<file path="src/rtl/fighter_player.sv">
// Per-player game logic for the two-fighter game: movement/attack state machine,
// saturating sprite position, body hurtbox and attack-limb box, advanced once per frame tick.
module fighter_player #(
    parameter logic        SIDE           = 1'b0,
    parameter int unsigned SPEED_FWD      = 3,
    parameter int unsigned SPEED_BACK     = 2,
    parameter int unsigned STARTUP_TICKS  = 5,
    parameter int unsigned ACTIVE_TICKS   = 3,
    parameter int unsigned RECOVERY_TICKS = 8
) (
    input  logic       clk,
    input  logic       rst,
    input  logic       left,
    input  logic       right,
    input  logic       attack,
    output logic [9:0] posx,
    output logic [9:0] posy,
    output logic [3:0] current_state,
    output logic [9:0] basic_hithurtbox_x1,
    output logic [9:0] basic_hithurtbox_x2,
    output logic [9:0] basic_hithurtbox_y1,
    output logic [9:0] basic_hithurtbox_y2,
    output logic [9:0] main_hurtbox_x1,
    output logic [9:0] main_hurtbox_x2,
    output logic [9:0] main_hurtbox_y1,
    output logic [9:0] main_hurtbox_y2
);

    typedef enum logic [3:0] {
        S_IDLE      = 4'd0,
        S_FWD       = 4'd1,
        S_BACK      = 4'd2,
        S_ATK_START = 4'd3,
        S_ATK_END   = 4'd4,
        S_ATK_PULL  = 4'd5
    } state_t;

    localparam int unsigned TOTAL_TICKS = STARTUP_TICKS + ACTIVE_TICKS + RECOVERY_TICKS;
    localparam int unsigned CW          = $clog2(TOTAL_TICKS + 1);
    localparam logic [10:0] MAX_X       = 11'd540;
    localparam logic [9:0]  SPAWN_X     = SIDE ? 10'd440 : 10'd100;
    localparam logic [9:0]  POS_Y       = 10'd300;

    state_t          state, state_n;
    logic [CW-1:0]   cnt, cnt_n;
    logic [9:0]      posx_n;
    logic            fwd_held, back_held;
    logic [9:0]      reach;

    // Saturating horizontal step; 11-bit math so the right edge can never wrap.
    function automatic logic [9:0] step_x(input logic [9:0] x, input logic go_right,
                                          input logic [10:0] amt);
        logic [10:0] sum;
        sum = {1'b0, x} + amt;
        if (go_right)
            step_x = (sum > MAX_X) ? MAX_X[9:0] : sum[9:0];
        else
            step_x = ({1'b0, x} < amt) ? 10'd0 : (x - amt[9:0]);
    endfunction

    always_ff @(posedge clk or negedge rst) begin
        if (!rst) begin
            state <= S_IDLE;
            cnt   <= '0;
            posx  <= SPAWN_X;
        end else begin
            state <= state_n;
            cnt   <= cnt_n;
            posx  <= posx_n;
        end
    end

    always_comb begin
        state_n   = state;
        cnt_n     = cnt;
        posx_n    = posx;
        fwd_held  = SIDE ? (left && !right) : (right && !left);
        back_held = SIDE ? (right && !left) : (left && !right);
        case (state)
            S_IDLE, S_FWD, S_BACK: begin
                if (attack) begin
                    state_n = S_ATK_START;
                    cnt_n   = '0;
                end else if (fwd_held) begin
                    state_n = S_FWD;
                    posx_n  = step_x(posx, ~SIDE, 11'(SPEED_FWD));
                end else if (back_held) begin
                    state_n = S_BACK;
                    posx_n  = step_x(posx, SIDE, 11'(SPEED_BACK));
                end else begin
                    state_n = S_IDLE;
                end
            end
            S_ATK_START, S_ATK_END, S_ATK_PULL: begin
                // Counter runs across all three phases; phase boundaries are cumulative tick counts.
                cnt_n = cnt + 1'b1;
                if (cnt_n == CW'(STARTUP_TICKS))
                    state_n = S_ATK_END;
                else if (cnt_n == CW'(STARTUP_TICKS + ACTIVE_TICKS))
                    state_n = S_ATK_PULL;
                else if (cnt_n == CW'(TOTAL_TICKS)) begin
                    state_n = S_IDLE;
                    cnt_n   = '0;
                end
            end
            default: begin
                state_n = S_IDLE;
                cnt_n   = '0;
            end
        endcase
    end

    always_comb begin
        reach               = 10'd0;
        basic_hithurtbox_x1 = 10'd0;
        basic_hithurtbox_x2 = 10'd0;
        basic_hithurtbox_y1 = 10'd0;
        basic_hithurtbox_y2 = 10'd0;
        if (state == S_ATK_START || state == S_ATK_END || state == S_ATK_PULL) begin
            reach               = (state == S_ATK_END) ? 10'd60 : 10'd30;
            basic_hithurtbox_y1 = POS_Y + 10'd20;
            basic_hithurtbox_y2 = POS_Y + 10'd39;
            if (!SIDE) begin
                basic_hithurtbox_x1 = posx + 10'd100;
                basic_hithurtbox_x2 = posx + 10'd99 + reach;
            end else begin
                basic_hithurtbox_x1 = (posx < reach) ? 10'd0 : (posx - reach);
                basic_hithurtbox_x2 = (posx == 10'd0) ? 10'd0 : (posx - 10'd1);
            end
        end
    end

    assign posy            = POS_Y;
    assign current_state   = state;
    assign main_hurtbox_x1 = posx;
    assign main_hurtbox_x2 = posx + 10'd99;
    assign main_hurtbox_y1 = POS_Y;
    assign main_hurtbox_y2 = POS_Y + 10'd99;

endmodule

</file>
<file path="config.mk">
export PLATFORM = sky130hd
export DESIGN_NAME = fighter_player
export DESIGN_NICKNAME = d
export VERILOG_FILES = /design/src/rtl/fighter_player.sv
export SDC_FILE = /design/constraint.sdc
export NUM_CORES = 1
export LEC_CHECK = 0
export BUFFER_PORTS_ARGS = -buffer_cell sky130_fd_sc_hd__buf_2
export CAP_MARGIN = 40
export CORE_ASPECT_RATIO = 1.75
export CORE_MARGIN = 2
export CORE_UTILIZATION = 45
export CTS_BUF_LIST = sky130_fd_sc_hd__clkbuf_8
export DETAILED_ROUTE_END_ITERATION = 7
export PLACE_DENSITY = 0.75
export REMOVE_ABC_BUFFERS = 1
export SETUP_SLACK_MARGIN = 0.5
export SYNTH_ARGS = -nofsm -noshare
export SYNTH_HDL_FRONTEND = slang
export SYNTH_SLANG_ARGS = --single-unit
</file>
<file path="constraint.sdc">
create_clock -name clk -period 2.8 [get_ports clk]
set_input_delay 0.56 -clock clk [delete_from_list [all_inputs] [get_ports clk]]
set_output_delay 0.56 -clock clk [all_outputs]
set_load 0.005 [all_outputs]
</file>
==> results of run 1 <==
## layer usage
layer	GRT usage	up-vias
met2	0.4206	138
met1	0.2520	1297
met4	0.1197	0
met5	0	-
li1	-	1228
met3	0.02008	30
## metrics by stage
stage               area [sq um]    util
finish                      3470  0.6548
global route                3470  0.6548
CTS                         3098  0.5847
detailed placement          2689  0.5074
global placement            2689  0.5074
floorplan                   2111       -
## sequential cells by signal (all words and copies together), names as in the netlist
| register | count |
|---|---|
| current_state | 3 |
| main_hurtbox_x1 | 10 |
| cnt | 5 |
## cell type report
type                    count  share of cell area
clock buffers               3             0.01190
clock inverters             1            0.001082
inverters                  20             0.02344
multi-input cells         261              0.5525
flip-flops and latches     18              0.1316
well taps                  74             0.02669
repair buffers            126              0.2528
## worst paths after layout
| path | startpoint | endpoint | slack (ps) | cells after the start |
|---|---|---|---|---|
| max | main_hurtbox_x1[2]$_DFFE_PN1P_ | basic_hithurtbox_x2[9] | -290 | 11 |
| min | rst | main_hurtbox_x1[4]$_DFFE_PN0P_ | 240 | 1 |
| max reg2reg | main_hurtbox_x1[1]$_DFFE_PN0P_ | main_hurtbox_x1[2]$_DFFE_PN1P_ | -70 | 16 |
| min reg2reg | cnt[0]$_DFFE_PN0P_ | cnt[0]$_DFFE_PN0P_ | 580 | 1 |
| max in group asynchronous | rst | main_hurtbox_x1[5]$_DFFE_PN1P_ | 2220 | 1 |
| min in group clk | cnt[0]$_DFFE_PN0P_ | cnt[0]$_DFFE_PN0P_ | 580 | 1 |
## logic make-up (layout without fill, tap and decap cells)
logic type,after synthesis,count (layout),share of synthesized area
adder cells (fa/ha/maj),15,15,0.07515
AO/OA/AOI/OAI,80,80,0.2174
XOR/XNOR,17,17,0.06263
flip-flops,18,18,0.1819
other,2,44,0.003007
multiplexers,1,1,0.009017
buffers and inverters,95,150,0.2480
AND/OR/NAND/NOR,104,104,0.2029
## cells in the mapped netlist, types with 2 or more instances
cell type	instances	area share
o21ai_0	19	0.038
buf_4	61	0.18
a21o_1	2	0.0060
and3_1	3	0.0075
nor2b_1	2	0.0050
buf_6	4	0.018
nand3_1	4	0.0080
or2_2	2	0.0050
o2111ai_1	2	0.0070
o31ai_1	5	0.015
inv_1	19	0.029
a22oi_1	3	0.0090
o21ai_1	3	0.0060
o21a_1	3	0.0090
nand4_1	2	0.0050
a31oi_1	6	0.015
ha_1	15	0.075
nand2b_1	4	0.010
conb_1	2	0.0030
xor2_1	8	0.028
clkbuf_1	7	0.011
a21oi_2	2	0.0070
nor3_1	9	0.018
a31o_2	3	0.011
buf_2	3	0.0060
and2_1	5	0.013
dfstp_2	3	0.032
nand2_1	24	0.036
nor2_1	37	0.056
o22ai_1	2	0.0050
a21oi_1	13	0.026
or3_1	2	0.0050
xnor2_1	8	0.028
dfrtp_1	15	0.15
o211ai_1	2	0.0060
## power breakdown
part	internal [uW]	switching (uW)
Sequential	359	141
Combinational	1860	1810
Clock	97.8	96.9
Total	2320	2040
## what timing repair did
action,CTS,global route
gates resized for setup,45,55
pin swaps,6,25
setup endpoints to repair,30,32
gates cloned,0,0
hold buffers,0,0
buffers inserted,21,19
==> flow_summary.json, run 1 <==
{
  "met1Wirelength_um": 2550,
  "hold_violations": 0,
  "grt_max_degree": 19,
  "worst_ep_required_time_ps": 2240,
  "grt_pass1_vias": 2425,
  "crit_path_max_incr_delay_ps": 620,
  "drv_slew": 0,
  "yosysSeqAreaShare": 0.1819,
  "clock_latency_ps": 270,
  "powerDensity_nw_per_um2": 1257,
  "drc": 0,
  "cts_buffers": 3,
  "setup_viol": 12,
  "max_slew_margin": 0.6331,
  "initial_utilization": 0.4713,
  "totalWireLength_um": 7667,
  "drv_cap": 0,
  "totalPowerFinal_uw": 4360,
  "crit_top_cell": "buf_6",
  "yosys_warnings": 0,
  "drive_gt1_frac": 0.4662,
  "fin_worst_skew_ps": 11.57,
  "syn_avg_cell_area_sq_um": 7.522,
  "dr.pass1.iters": 4,
  "path_buf_inv": 4,
  "dpl_worst_slack_ps": -154.0,
  "clkTransAtPathRegs_ps": 80,
  "multi_input_area_sq_um": 1917,
  "max_freq_mhz": 324.0,
  "synth.distinct_cells": 63,
  "layout_common_cells": "buf_2 (62), conb_1 (44), buf_4 (41)",
  "grt_pass1_wl_um": 11090,
  "cp_top_family": "flip-flops",
  "drtIter0Drc": 110,
  "met3_length_um": 467,
  "antenna_cells": 0,
  "wl_met2_um": 4308,
  "final.period_utilization": 1.102,
  "dp.cells": 459,
  "top_layer": "met4",
  "cp_cell_sequence": "buf_4 > buf_6 > buf_6 > ha_4 > and3b_2 > o21ai_1 > xnor2_1 > o2111ai_2 > xor2_1 > nor2_1 > buf_2",
  "gp_congestion": 0.8329,
  "worst_pin_slew_ps": 550.4,
  "synth_enable_flop_cells": 0,
  "ios": 109,
  "violations": "setup timing",
  "peakVddDrop_mv": 0.5549,
  "clock_path_buffers": 2,
  "holdWs_ps": 235.8,
  "die_w_um": 60.32,
  "outcome": "finished, violations left",
  "antenna_found_initial": 0,
  "ys_ff_latch": 18,
  "arrival_ps": 2530,
  "cts_root_buf": "clkbuf_8",
  "area_delta_synth_final_pct": 38.93,
  "setup_ws_ps": -286.2,
  "netlist_instances": 332,
  "mostFrequentLayoutCell": "buf_2",
  "die_h_um": 102.6,
  "area.sequential_sq_um": 456.7,
  "wl_per_cell_um": 15.24,
  "std_cell_rows": 35,
  "hold_class": "input port to async pin",
  "p_leak_uw": 0.001682,
  "rsz0062_at_grt": "true",
  "postRouteAntennaNets": 0,
  "cpMaxStageDelayCell": "dfstp_2",
  "setup_tns_ps": -1202,
  "netlist_area_sq_um": 2497,
  "min_period_ps": 3086,
  "nets": 450,
  "cts_sinks": 18,
  "synth_ff_type": "dfrtp_1",
  "drt-vias-per-instance": 5.354,
  "core_sq_um": 5299,
  "die_area_sq_um": 6185,
  "cts_tree": "built",
  "htree_levels": 1,
  "gr-total-overflow": 0,
  "ys_async_sr_fraction": 1.000,
  "path_max_fanout": 5,
  "critical_path_class": "register to primary output",
  "cp-end-kind": "primary output",
  "port_buffers": 64,
  "start_kind": "register",
  "dp_hpwl_um": 4906,
  "nFillCells": 421,
  "grt_usage": 0.2296,
  "routed-via-count": 2693,
  "stdcell_count": 503
}
Note: power is estimated with default switching activity, not from simulation.
==> inputs of run 2 (changes only) <==
Settings changed: RECOVER_POWER set to 50.
==> run 2 against run 1 <==
  * Count of clock-buffer cells in the layout did not move
  * Fmax barely moved
  * Clock power barely moved
  * Routed wire length rose by 0.18%
  * Critical path depth did not move
  * The run still ends with setup timing left
  * Critical path type unchanged
  * Largest cell class unchanged
==> flow_summary.json, run 2 (synthesis gave the netlist of run 1 again) <==
{
  "worst_pin_slew_ps": 1069,
  "drt-vias-per-instance": 5.356,
  "fin_worst_skew_ps": 12.45,
  "violations": "setup timing",
  "start_kind": "register",
  "cp-end-kind": "primary output",
  "drv_cap": 0,
  "largest_register_ffs": 10,
  "cts_tree": "built",
  "clkTransAtPathRegs_ps": 80,
  "r2r_slack_ps": -70,
  "grt_max_degree": 19,
  "dp_hpwl_um": 4906,
  "area_delta_synth_final_pct": 38.48,
  "layout_common_cells": "buf_2 (59), conb_1 (44), buf_4 (39)",
  "worst_ep_required_time_ps": 2240,
  "antenna_found_initial": 0,
  "drive_gt1_frac": 0.4545,
  "totalWireLength_um": 7681,
  "gr-total-overflow": 0,
  "dr.pass1.iters": 4,
  "drtIter0Drc": 110,
  "postRouteAntennaNets": 0,
  "outcome": "finished, violations left",
  "max_slew_margin": 0.2875,
  "cts_buffers": 3,
  "core_sq_um": 5299,
  "cts_root_buf": "clkbuf_8",
  "p_sw_uw": 2046,
  "setup_viol": 12,
  "clkPwrFrac": 0.045,
  "grt_pass1_vias": 2425,
  "drc": 0,
  "nFillCells": 428,
  "routed-via-count": 2694,
  "comb_power_share": 0.840,
  "grt_pass1_wl_um": 11090,
  "stdcell_count": 503,
  "min_period_ps": 3085,
  "holdWs_ps": 466.0,
  "clock_latency_ps": 270,
  "seq_power_share": 0.115,
  "cts_sinks": 18,
  "grt_usage": 0.2296,
  "drv_slew": 0,
  "port_buffers": 64,
  "setup_tns_ps": -1197,
  "area.sequential_sq_um": 456.7,
  "die_h_um": 102.6,
  "switching_share": 0.4707,
  "initial_utilization": 0.4713,
  "nets": 450,
  "die_area_sq_um": 6185,
  "final.period_utilization": 1.102,
  "clock_path_buffers": 2,
  "setup_ws_ps": -284.9,
  "dp.cells": 459,
  "p_leak_uw": 0.001666,
  "die_w_um": 60.32,
  "path_max_fanout": 5,
  "antenna_cells": 0,
  "max_freq_mhz": 324.2,
  "multi_input_area_sq_um": 1917,
  "powerDensity_nw_per_um2": 1257,
  "htree_levels": 1,
  "hold_class": "input port to async pin",
  "gp_congestion": 0.8329,
  "rsz0062_at_grt": "true",
  "ios": 109,
  "std_cell_rows": 35,
  "mostFrequentLayoutCell": "buf_2",
  "peakVddDrop_mv": 0.5559,
  "hold_violations": 0,
  "p_int_uw": 2300,
  "critical_path_class": "register to primary output",
  "wl_per_cell_um": 15.27,
  "final_core_util": 0.6527,
  "arrival_ps": 2520
}
-- run 2: cell count changes in the layout (fill, tap and decap cells not counted), sizes merged --
| cell | change |
|---|---|
| buf | -5 |
| clkbuf | +5 |
-- run 2: path summary, 6_finish.rpt --
| kind | start | to | cells after the start |
|---|---|---|---|
| min in group clk | cnt[0]$_DFFE_PN0P_ | cnt[0]$_DFFE_PN0P_ | 1 |
| max reg2reg | main_hurtbox_x1[1]$_DFFE_PN0P_ | main_hurtbox_x1[2]$_DFFE_PN1P_ | 16 |
| max in group asynchronous | rst | main_hurtbox_x1[7]$_DFFE_PN0P_ | 1 |
| max | main_hurtbox_x1[2]$_DFFE_PN1P_ | basic_hithurtbox_x2[9] | 11 |
| min | rst | main_hurtbox_x1[4]$_DFFE_PN0P_ | 1 |
| min reg2reg | cnt[0]$_DFFE_PN0P_ | cnt[0]$_DFFE_PN0P_ | 1 |
-- run 2: worst max-delay path: stages, from the launching register on --
cell	delay (ps)
dfstp_2	620
buf_4	130
buf_6	80
buf_6	120
ha_4	160
and3b_2	240
o21ai_1	90
xnor2_1	280
o2111ai_2	160
xor2_1	170
nor2_1	80
buf_2	110
-- run 2: cell type report --
| type | count | area share |
|---|---|---|
| repair buffers | 126 | 0.2504 |
| well taps | 74 | 0.02677 |
| clock inverters | 1 | 0.001085 |
| clock buffers | 3 | 0.01194 |
| multi-input cells | 261 | 0.5543 |
| inverters | 20 | 0.02352 |
| flip-flops and latches | 18 | 0.1321 |
-- run 2: repair_timing --
item,4_1_cts,5_1_grt
gates resized for setup,45,55
setup buffers,21,19
pin swaps,6,25
hold buffers,0,0
endpoints found under the setup margin,30,32
-- run 2: stage by stage --
stage / power, uW / worst slack (ps) / cell area [sq um]
final: 4346 / -284.9 / 3458
after global routing: 4640 / -359.4 / 3458
after CTS: 3586 / -269.8 / 3098
after detailed placement: 2838 / -154.0 / 2689
after global placement: 2790 / -55.56 / 2689
after floorplan: 1777 / -66.51 / 2111
-- run 2: per-layer routing --
| layer | routed length, um | track usage |
|---|---|---|
| met4 | 340 | 0.1197 |
| met2 | 4325 | 0.4206 |
| met5 | 0 | 0 |
| met1 | 2538 | 0.2520 |
| met3 | 476 | 0.02008 |
-- run 2: power by group through the flow --
stage	Combinational (uW)	Sequential [uW]	Clock [uW]
finish	3650	500	195
global route	3930	511	203
CTS	2910	481	194
detailed placement	2330	507	0
global placement	2290	499	0
floorplan	1240	538	0
